<file path="config.mk">
export PLATFORM = sky130hd
export DESIGN_NAME = serial_adder_flat
export DESIGN_NICKNAME = d
export VERILOG_FILES = /design/src/rtl/serial_adder_pkg.sv /design/src/rtl/serial_adder_if.sv /design/src/rtl/fulladder.sv /design/src/rtl/serial_adder.sv /design/src/flat_wrapper.sv
export SDC_FILE = /design/constraint.sdc
export NUM_CORES = 1
export LEC_CHECK = 0
export ABC_AREA = 0
export CORE_MARGIN = 4
export CORE_UTILIZATION = 30
export CTS_CLUSTER_DIAMETER = 60
export DETAILED_ROUTE_END_ITERATION = 10
export GPL_TIMING_DRIVEN = 0
export HOLD_SLACK_MARGIN = 0.03
export SLEW_MARGIN = 20
export SYNTH_ARGS = -nofsm -noshare
export SYNTH_HDL_FRONTEND = slang
export SYNTH_SLANG_ARGS = --single-unit
</file>
<file path="constraint.sdc">
create_clock -name clk -period 1.3 [get_ports clk]
set_input_delay 0.13 -clock clk [delete_from_list [all_inputs] [get_ports clk]]
set_output_delay 0.13 -clock clk [all_outputs]
set_load 0.005 [all_outputs]
</file>
<file path="src/rtl/serial_adder_pkg.sv">
// Shared types and constants for the bit-serial adder.
package serial_adder_pkg;
  localparam int DEFAULT_WIDTH = 8;

  typedef enum logic [1:0] {IDLE, SHIFT, DONE} state_t;
endpackage

</file>
<file path="src/rtl/serial_adder_if.sv">
// Operand/result bundle between a requester (master) and the serial adder (slave).
interface serial_adder_if
  import serial_adder_pkg::*;
#(
  parameter int WIDTH = DEFAULT_WIDTH
);
  logic             start;
  logic [WIDTH-1:0] a;
  logic [WIDTH-1:0] b;
  logic             cin;
  logic             busy;
  logic             done;
  logic [WIDTH-1:0] sum;
  logic             cout;

  modport master (output start, a, b, cin, input busy, done, sum, cout);
  modport slave  (input start, a, b, cin, output busy, done, sum, cout);
endinterface

</file>
<file path="src/rtl/fulladder.sv">
// Single-bit full adder.
module fulladder (
  input  logic x,
  input  logic y,
  input  logic z,
  output logic s,
  output logic c
);
  assign s = x ^ y ^ z;
  assign c = (x & y) | (z & (x ^ y));
endmodule

</file>
<file path="src/rtl/serial_adder.sv">
// Bit-serial adder: one full-adder step per cycle, LSB first, result published
// on entry to DONE together with a one-cycle done pulse.
module serial_adder
  import serial_adder_pkg::*;
#(
  parameter int WIDTH = DEFAULT_WIDTH
) (
  input  logic          clk,
  input  logic          rst_n,
  serial_adder_if.slave bus
);
  localparam int CW = $clog2(WIDTH + 1);

  state_t           state, state_nxt;
  logic [WIDTH-1:0] opa, opb, psum, psum_nxt;
  logic             carry;
  logic [CW-1:0]    cnt;
  logic             fa_s, fa_c;
  logic             last;

  fulladder u_fa (.x(opa[0]), .y(opb[0]), .z(carry), .s(fa_s), .c(fa_c));

  assign last = (cnt == CW'(WIDTH - 1));

  always_comb begin
    psum_nxt            = psum >> 1;
    psum_nxt[WIDTH-1]   = fa_s;
  end

  always_comb begin
    state_nxt = state;
    unique case (state)
      IDLE:    if (bus.start) state_nxt = SHIFT;
      SHIFT:   if (last)      state_nxt = DONE;
      DONE:                   state_nxt = IDLE;
      default:                state_nxt = IDLE;
    endcase
  end

  always_ff @(posedge clk) begin
    if (!rst_n) state <= IDLE;
    else        state <= state_nxt;
  end

  // busy/done are registered copies of the next state so outputs come straight from flops
  always_ff @(posedge clk) begin
    if (!rst_n) begin
      opa      <= '0;
      opb      <= '0;
      psum     <= '0;
      carry    <= 1'b0;
      cnt      <= '0;
      bus.busy <= 1'b0;
      bus.done <= 1'b0;
      bus.sum  <= '0;
      bus.cout <= 1'b0;
    end else begin
      bus.busy <= (state_nxt == SHIFT);
      bus.done <= (state_nxt == DONE);
      case (state)
        IDLE: if (bus.start) begin
          opa   <= bus.a;
          opb   <= bus.b;
          carry <= bus.cin;
          cnt   <= '0;
        end
        SHIFT: begin
          psum  <= psum_nxt;
          carry <= fa_c;
          opa   <= opa >> 1;
          opb   <= opb >> 1;
          cnt   <= cnt + 1'b1;
          if (last) begin
            bus.sum  <= psum_nxt;
            bus.cout <= fa_c;
          end
        end
        default: ;
      endcase
    end
  end
endmodule

</file>
<file path="src/flat_wrapper.sv">
// flat-port wrapper written by rule: the top's interface ports become plain ports
module serial_adder_flat import serial_adder_pkg::*;
#(
  parameter int WIDTH = DEFAULT_WIDTH
)
  (clk, rst_n, bus_start, bus_a, bus_b, bus_cin, bus_busy, bus_done, bus_sum, bus_cout);
  serial_adder_if #(.WIDTH(WIDTH)) bus_i ();
  input  logic clk;
  input  logic rst_n;
  input wire logic [$bits(bus_i.start)-1:0] bus_start;
  input wire logic [$bits(bus_i.a)-1:0] bus_a;
  input wire logic [$bits(bus_i.b)-1:0] bus_b;
  input wire logic [$bits(bus_i.cin)-1:0] bus_cin;
  output wire logic [$bits(bus_i.busy)-1:0] bus_busy;
  output wire logic [$bits(bus_i.done)-1:0] bus_done;
  output wire logic [$bits(bus_i.sum)-1:0] bus_sum;
  output wire logic [$bits(bus_i.cout)-1:0] bus_cout;
  assign bus_i.start = bus_start;
  assign bus_i.a = bus_a;
  assign bus_i.b = bus_b;
  assign bus_i.cin = bus_cin;
  assign bus_busy = bus_i.busy;
  assign bus_done = bus_i.done;
  assign bus_sum = bus_i.sum;
  assign bus_cout = bus_i.cout;
  serial_adder #(.WIDTH(WIDTH)) u_core (.clk(clk), .rst_n(rst_n), .bus(bus_i));
endmodule
</file>
After elaboration in Yosys (flattened, before gate mapping) --
Index checks and enable logic that the tools add are counted.
Word-level totals: output and inout bits 11, register bits 42
Cells by class: muxes and demuxes 11, add/subtract/negate cells 1, bitwise gates (word level) 5, reductions and logical operators 4, equality and inequality tests 5
Operators by type and width (count):
- 8-bit case mux with 2 select lines | 2
- 8-bit 2-to-1 mux | 2
- 4-bit case mux with 2 select lines | 1
- 4-bit by 1-bit adder with 4-bit output (second input constant) | 1
- 2-bit by 1-bit equality test with 1-bit output (second input constant) | 2
- 4-bit by 3-bit equality test with 1-bit output (second input constant) | 1
- 2-bit 2-to-1 mux | 2
- 4-bit 2-to-1 mux | 1
- 2-bit case mux with 2 select lines | 1
- 2-bit AND reduction | 2
- 1-bit AND | 2
- 2-bit equality test (second input constant) | 1
- 2-bit zero test | 1
- 2-bit inequality test (second input constant) | 1
- 1-bit case mux with 2 select lines | 1
- 2-bit nonzero test | 1
- 1-bit bitwise XOR | 2
- 1-bit 2-to-1 mux | 1
- 1-bit OR | 1

Logic depth before layout (Yosys ltp) --
depth in word-level cells 4, gate-level depth with buffers 5

Modules after synthesis --
From an unflattened synthesis, not the netlist that was laid out.
Unflattened totals: cells, all modules 196, area, all modules 1701.6 sq um
Modules (own cells, without submodules):
- serial_adder | times used 1, cells each 195, sequential area each 820.8 sq um, area an instance 1681.6 sq um
- fulladder | times used 1, cells each 1, sequential area each 0.0 sq um, area an instance 20.0 sq um

Worst setup path after synthesis --
Ideal clock, no wire load.
kind flip-flop to flip-flop, start point register u_core.cnt[0], end point register u_core.bus.cout, arrival time 1.234 ns, path slack -0.006 ns, cell stages (with the launch flop) 5, cells stage by stage dfxtp_1 ha_1 nand4b_1 nor2_4 mux2i_1
On the way: longest elaborated chain between the ends 2
RTL lines:
- start: declaration | RTL line serial_adder.sv:17 | logic [CW-1:0] cnt;
- start signal: assignment | RTL line serial_adder.sv:72 | cnt <= cnt + 1'b1;
- 4-bit by 3-bit equality test with 1-bit output | RTL line serial_adder.sv:23 | assign last = (cnt == CW'(WIDTH - 1));
- 2-bit AND reduction (no source line)
- end signal: assignment | RTL line serial_adder.sv:56 | bus.cout <= 1'b0;
- end signal: assignment | RTL line serial_adder.sv:75 | bus.cout <= fa_c;
- end: declaration | RTL line serial_adder_if.sv:17 | modport slave (input start, a, b, cin, output busy, done, sum, cout);
Every way passes these cells. A chain may end at the register's enable or synchronous reset.

Worst setup path after layout --
start point register u_core.cnt[1], end point register u_core.bus.sum[1]
On the way: longest elaborated chain between the ends 2
RTL lines:
- 4-bit by 3-bit equality test with 1-bit output | RTL line serial_adder.sv:23
- 2-bit AND reduction (no source line)
- end signal: assignment | RTL line serial_adder.sv:74 | bus.sum <= psum_nxt;
- end: declaration | RTL line serial_adder_if.sv:17
Every way passes these cells.

==> flow_results.org <==
** Floorplanning
- Width of the die :: 81.0 um
- For this design the top-level I/O count stands at 31.
- Effective utilization at floorplan :: 31.1%
- Total core area :: 0.00514 sq mm
- The die covers 0.00656 sq mm.
- Num rows :: 26
- The die is 81.0 um tall.

** Drt
- Dividing the detail-routed via count by the number of cells gives 4.81.
- In the routed design, unresolved DRC markers number 0.
- Antenna Violating Nets Remaining :: 0
- The routed layout has 1399 vias.
- The final layout contains routed wiring with a total length of 3660 um.
- Detailed-routing iteration count for the pre-antenna-repair pass :: 4
- In the final routed layout, each cell accounts on average for 12.6 um.
- Iteration-0 DRC Markers :: 104

** Global routing
- Global routing consumed, over all layers together, 11.9% of the routing resources.
- Maximum number of pins on one net before global-route repair :: 12
- The number of global-route vias before repair was 1260.
- Global routing finished with a remaining overflow of 0.
- The number of antenna violations at the first check in global routing came to 0.
- The first global-routing pass estimated 5960 um of wire.

** Place
- At the end of routability-driven placement, the weighted congestion stood at 0.799.
- Buffers added on ports :: 29
- Once placement completed, the tool counted placed cells totaling 280.
- The wire-length estimate of the detail-placed layout is 2510 um.

** STA
- Adding up every negative setup slack in the final design gives 0 ps.
- Across the routed clock network, the largest skew measured is 4.00 ps.
- Final critical delay including setup and external delays :: 1270 ps
- Slew at the pin closest to its max-slew limit :: 437 ps
- Unrepaired setup endpoints after global routing :: yes
- Final hold analysis gives a worst-case slack of 187 ps.
- Period utilisation layout :: 97.3%
- Max-slew violation count :: 0
- Max frequency :: 0.790 GHz
- In this run the tightest slew margin relative to its limit is 70.9%.
- Finish-stage setup viols :: 0
- The hold violation count in the final report came to 0.

** Critical path
- For the worst flop-to-flop path, the logic depth is 5.
- Crit path launch :: u_core.cnt[1]
- FF-to-FF Start :: u_core.cnt[1]
- CP Launch Type :: register
- The worst setup path is of the reg -> reg kind.
- Register-to-register path setup slack :: 30 ps
- Along the worst path, the maximum fanout reaches 9.
- At the worst endpoint, the required time is 1510 ps.
- The largest single stage delay on the critical path is 370 ps.
- The worst register-to-register path ends at u_core.bus.sum[1].
- Highest-delay cell along the critical path :: dfxtp_4
- Critical path data arrival time :: 1480 ps
- The critical path ends at u_core.bus.sum[1].
- The critical path goes through ha_4 > nand4b_1 > nor2_4 > buf_12 > mux2i_1.
- Kind of end point of the critical path :: register

** Logic synthesis
- Part of the Yosys area used for sequential elements :: 51.4%
- Dividing the synthesized area by the synthesized cell count gives 8.83 sq um.
- For this run, asynchronously set or reset flops after synthesis account for 0%.
- Yosys reg bits :: 41
- Total number of yosys warnings :: 0
- The mapped netlist covers 0.00160 sq mm.
- Synthesis produced 181 cells.
- Post-Syn Nets :: 203
- In this run, synthesis inferred 0 flip-flops with an integrated enable.
- Predominant post-synthesis flop cell :: dfxtp_1
- The synthesized netlist contains 29 unique library cells.

** Final layout
- Leading cell type in the layout, fill and taps excluded :: dfxtp_1
- Leaving out fill and tap cells, the most frequent cells in the layout are 36 x dfxtp_1, 34 x nand2_1, 28 x clkdlybuf4s50_1.
- In the final layout, the share of cells above drive strength 1 is 14.0%.
- Once layout is complete, the cells apart from fillers number 291.
- Area growth from synthesis to layout :: 34.5%
- # nets final :: 244
- The number of antenna diodes in the final layout is 0.

** Clock tree
- The later pin in the worst-skew pair is clocked with a latency of 280 ps.
- Worst-path clk slew :: 70 ps
- CTS tree :: built
- In this run the clock root is driven by a clkbuf_8.
- Level count of the clock H-tree :: 2
- No sink is reached through more buffers than the 2 on the longest clock path.
- Clock buffers created by TritonCTS :: 5
- CTS Sinks :: 41

** Power
- For this design the static power due to leakage is 0.780 nW.
- The design draws 0.00238 W.
- Power density of the placed cells :: 1110 mW/mm^2
- Max VDD drop :: 0.511 mV

** Min path
- Hold crit path type :: in -> reg

** Job
- Across the run, the number of max-cap violations was 0.

** Run status
- Result of the run :: finished, final reports clean
## flip-flops by register name, summed over array words and instances (netlist names)
name / cells
u_core.bus.done: 1
u_core.opb: 8
u_core.carry: 1
u_core.bus.cout: 1
u_core.bus.sum: 8
u_core.bus.busy: 1
u_core.cnt: 4
u_core.psum: 7
u_core.state: 2
u_core.opa: 8
## worst min-delay path by stage
stage | slack [ps] | end | start | cells after the start
floorplan | 260 | u_core.carry | bus_cin | 2
global placement | 440 | u_core.bus.cout | u_core.bus.cout | 2
detailed placement | 450 | u_core.bus.sum[3] | u_core.bus.sum[3] | 2
CTS | 190 | u_core.bus.sum[3] | rst_n | 3
global route | 200 | u_core.bus.sum[5] | rst_n | 3
finish | 190 | u_core.bus.sum[3] | rst_n | 3
## per-stage QoR
| step | utilization, % | setup slack (ps) | cell area (sq um) |
|---|---|---|---|
| final | 41.8 | 34.6 | 2150 |
| after global routing | 41.8 | -35.8 | 2150 |
| after CTS | 40.7 | 8.85 | 2090 |
| after detailed placement | 38.5 | -197 | 1980 |
| after global placement | 38.5 | -181 | 1980 |
| after floorplan | - | 5.29 | 1600 |
## metal layers
layer	up-vias	wire length (um)	global-route usage, %
met2	37	1660	17.9
met5	-	0	0
met3	4	197	3.22
met1	644	1730	16.1
li1	714	-	-
met4	0	76	5.07
## cell type report
class | instances | area [sq um]
clock inverters | 1 | 5.00
fillers | 549 | 2990
well taps | 70 | 87.6
repair buffers | 35 | 348
multi-input cells | 124 | 731
inverters | 3 | 11.3
plain buffers | 12 | 66.3
clock buffers | 5 | 68.8
flip-flops and latches | 41 | 832
## cells by family after synthesis
kind of cell / count (synthesis) / synth area share, %
adder cells (fa/ha/maj): 2 / 2.04
multiplexers: 10 / 6.26
buffers and inverters: 16 / 4.46
AND/OR/NAND/NOR: 52 / 14.6
AO/OA/AOI/OAI: 60 / 21.2
flip-flops: 41 / 51.4
## report_power, final
part / internal (W) / leakage (nW) / total, W / switching [W]
Sequential: 0.00131 / 0.338 / 0.00134 / 0.0000330
Clock: 0.000353 / 0.0399 / 0.000741 / 0.000388
Combinational: 0.000148 / 0.402 / 0.000291 / 0.000143
## critical path, delay by kind of cell (launching register included)
kind / cells / cell delay, ps
DFF: 1 / 370
buffers and inverters: 1 / 140
adders and majority gates: 1 / 140
and+or+nand+nor: 2 / 370
muxes: 1 / 180
## timing repair
action / 4_1_cts / 5_1_grt
hold buffers: 0 / 0
cloned: 0 / 1
resized for setup: 2 / 15
endpoints found under the setup margin: 18 / 27
pin swaps: 1 / 1
setup buffers: 2 / 3
## cells in the mapped netlist, types with 2 or more instances
cell type	n	share of area, %
inv_1	2	0.47
nand2b_1	2	0.78
clkbuf_1	5	1.2
a21oi_1	24	7.5
buf_2	6	1.9
nand3_1	2	0.63
mux2i_1	10	6.3
a22oi_1	3	1.4
nand2_1	34	8.0
nor2_1	4	0.94
and3_1	2	0.78
o21ai_0	15	4.7
nor3_1	3	0.94
dfxtp_1	41	51
o22ai_1	14	5.5
No activity file was read; power rests on OpenSTA's default activity.
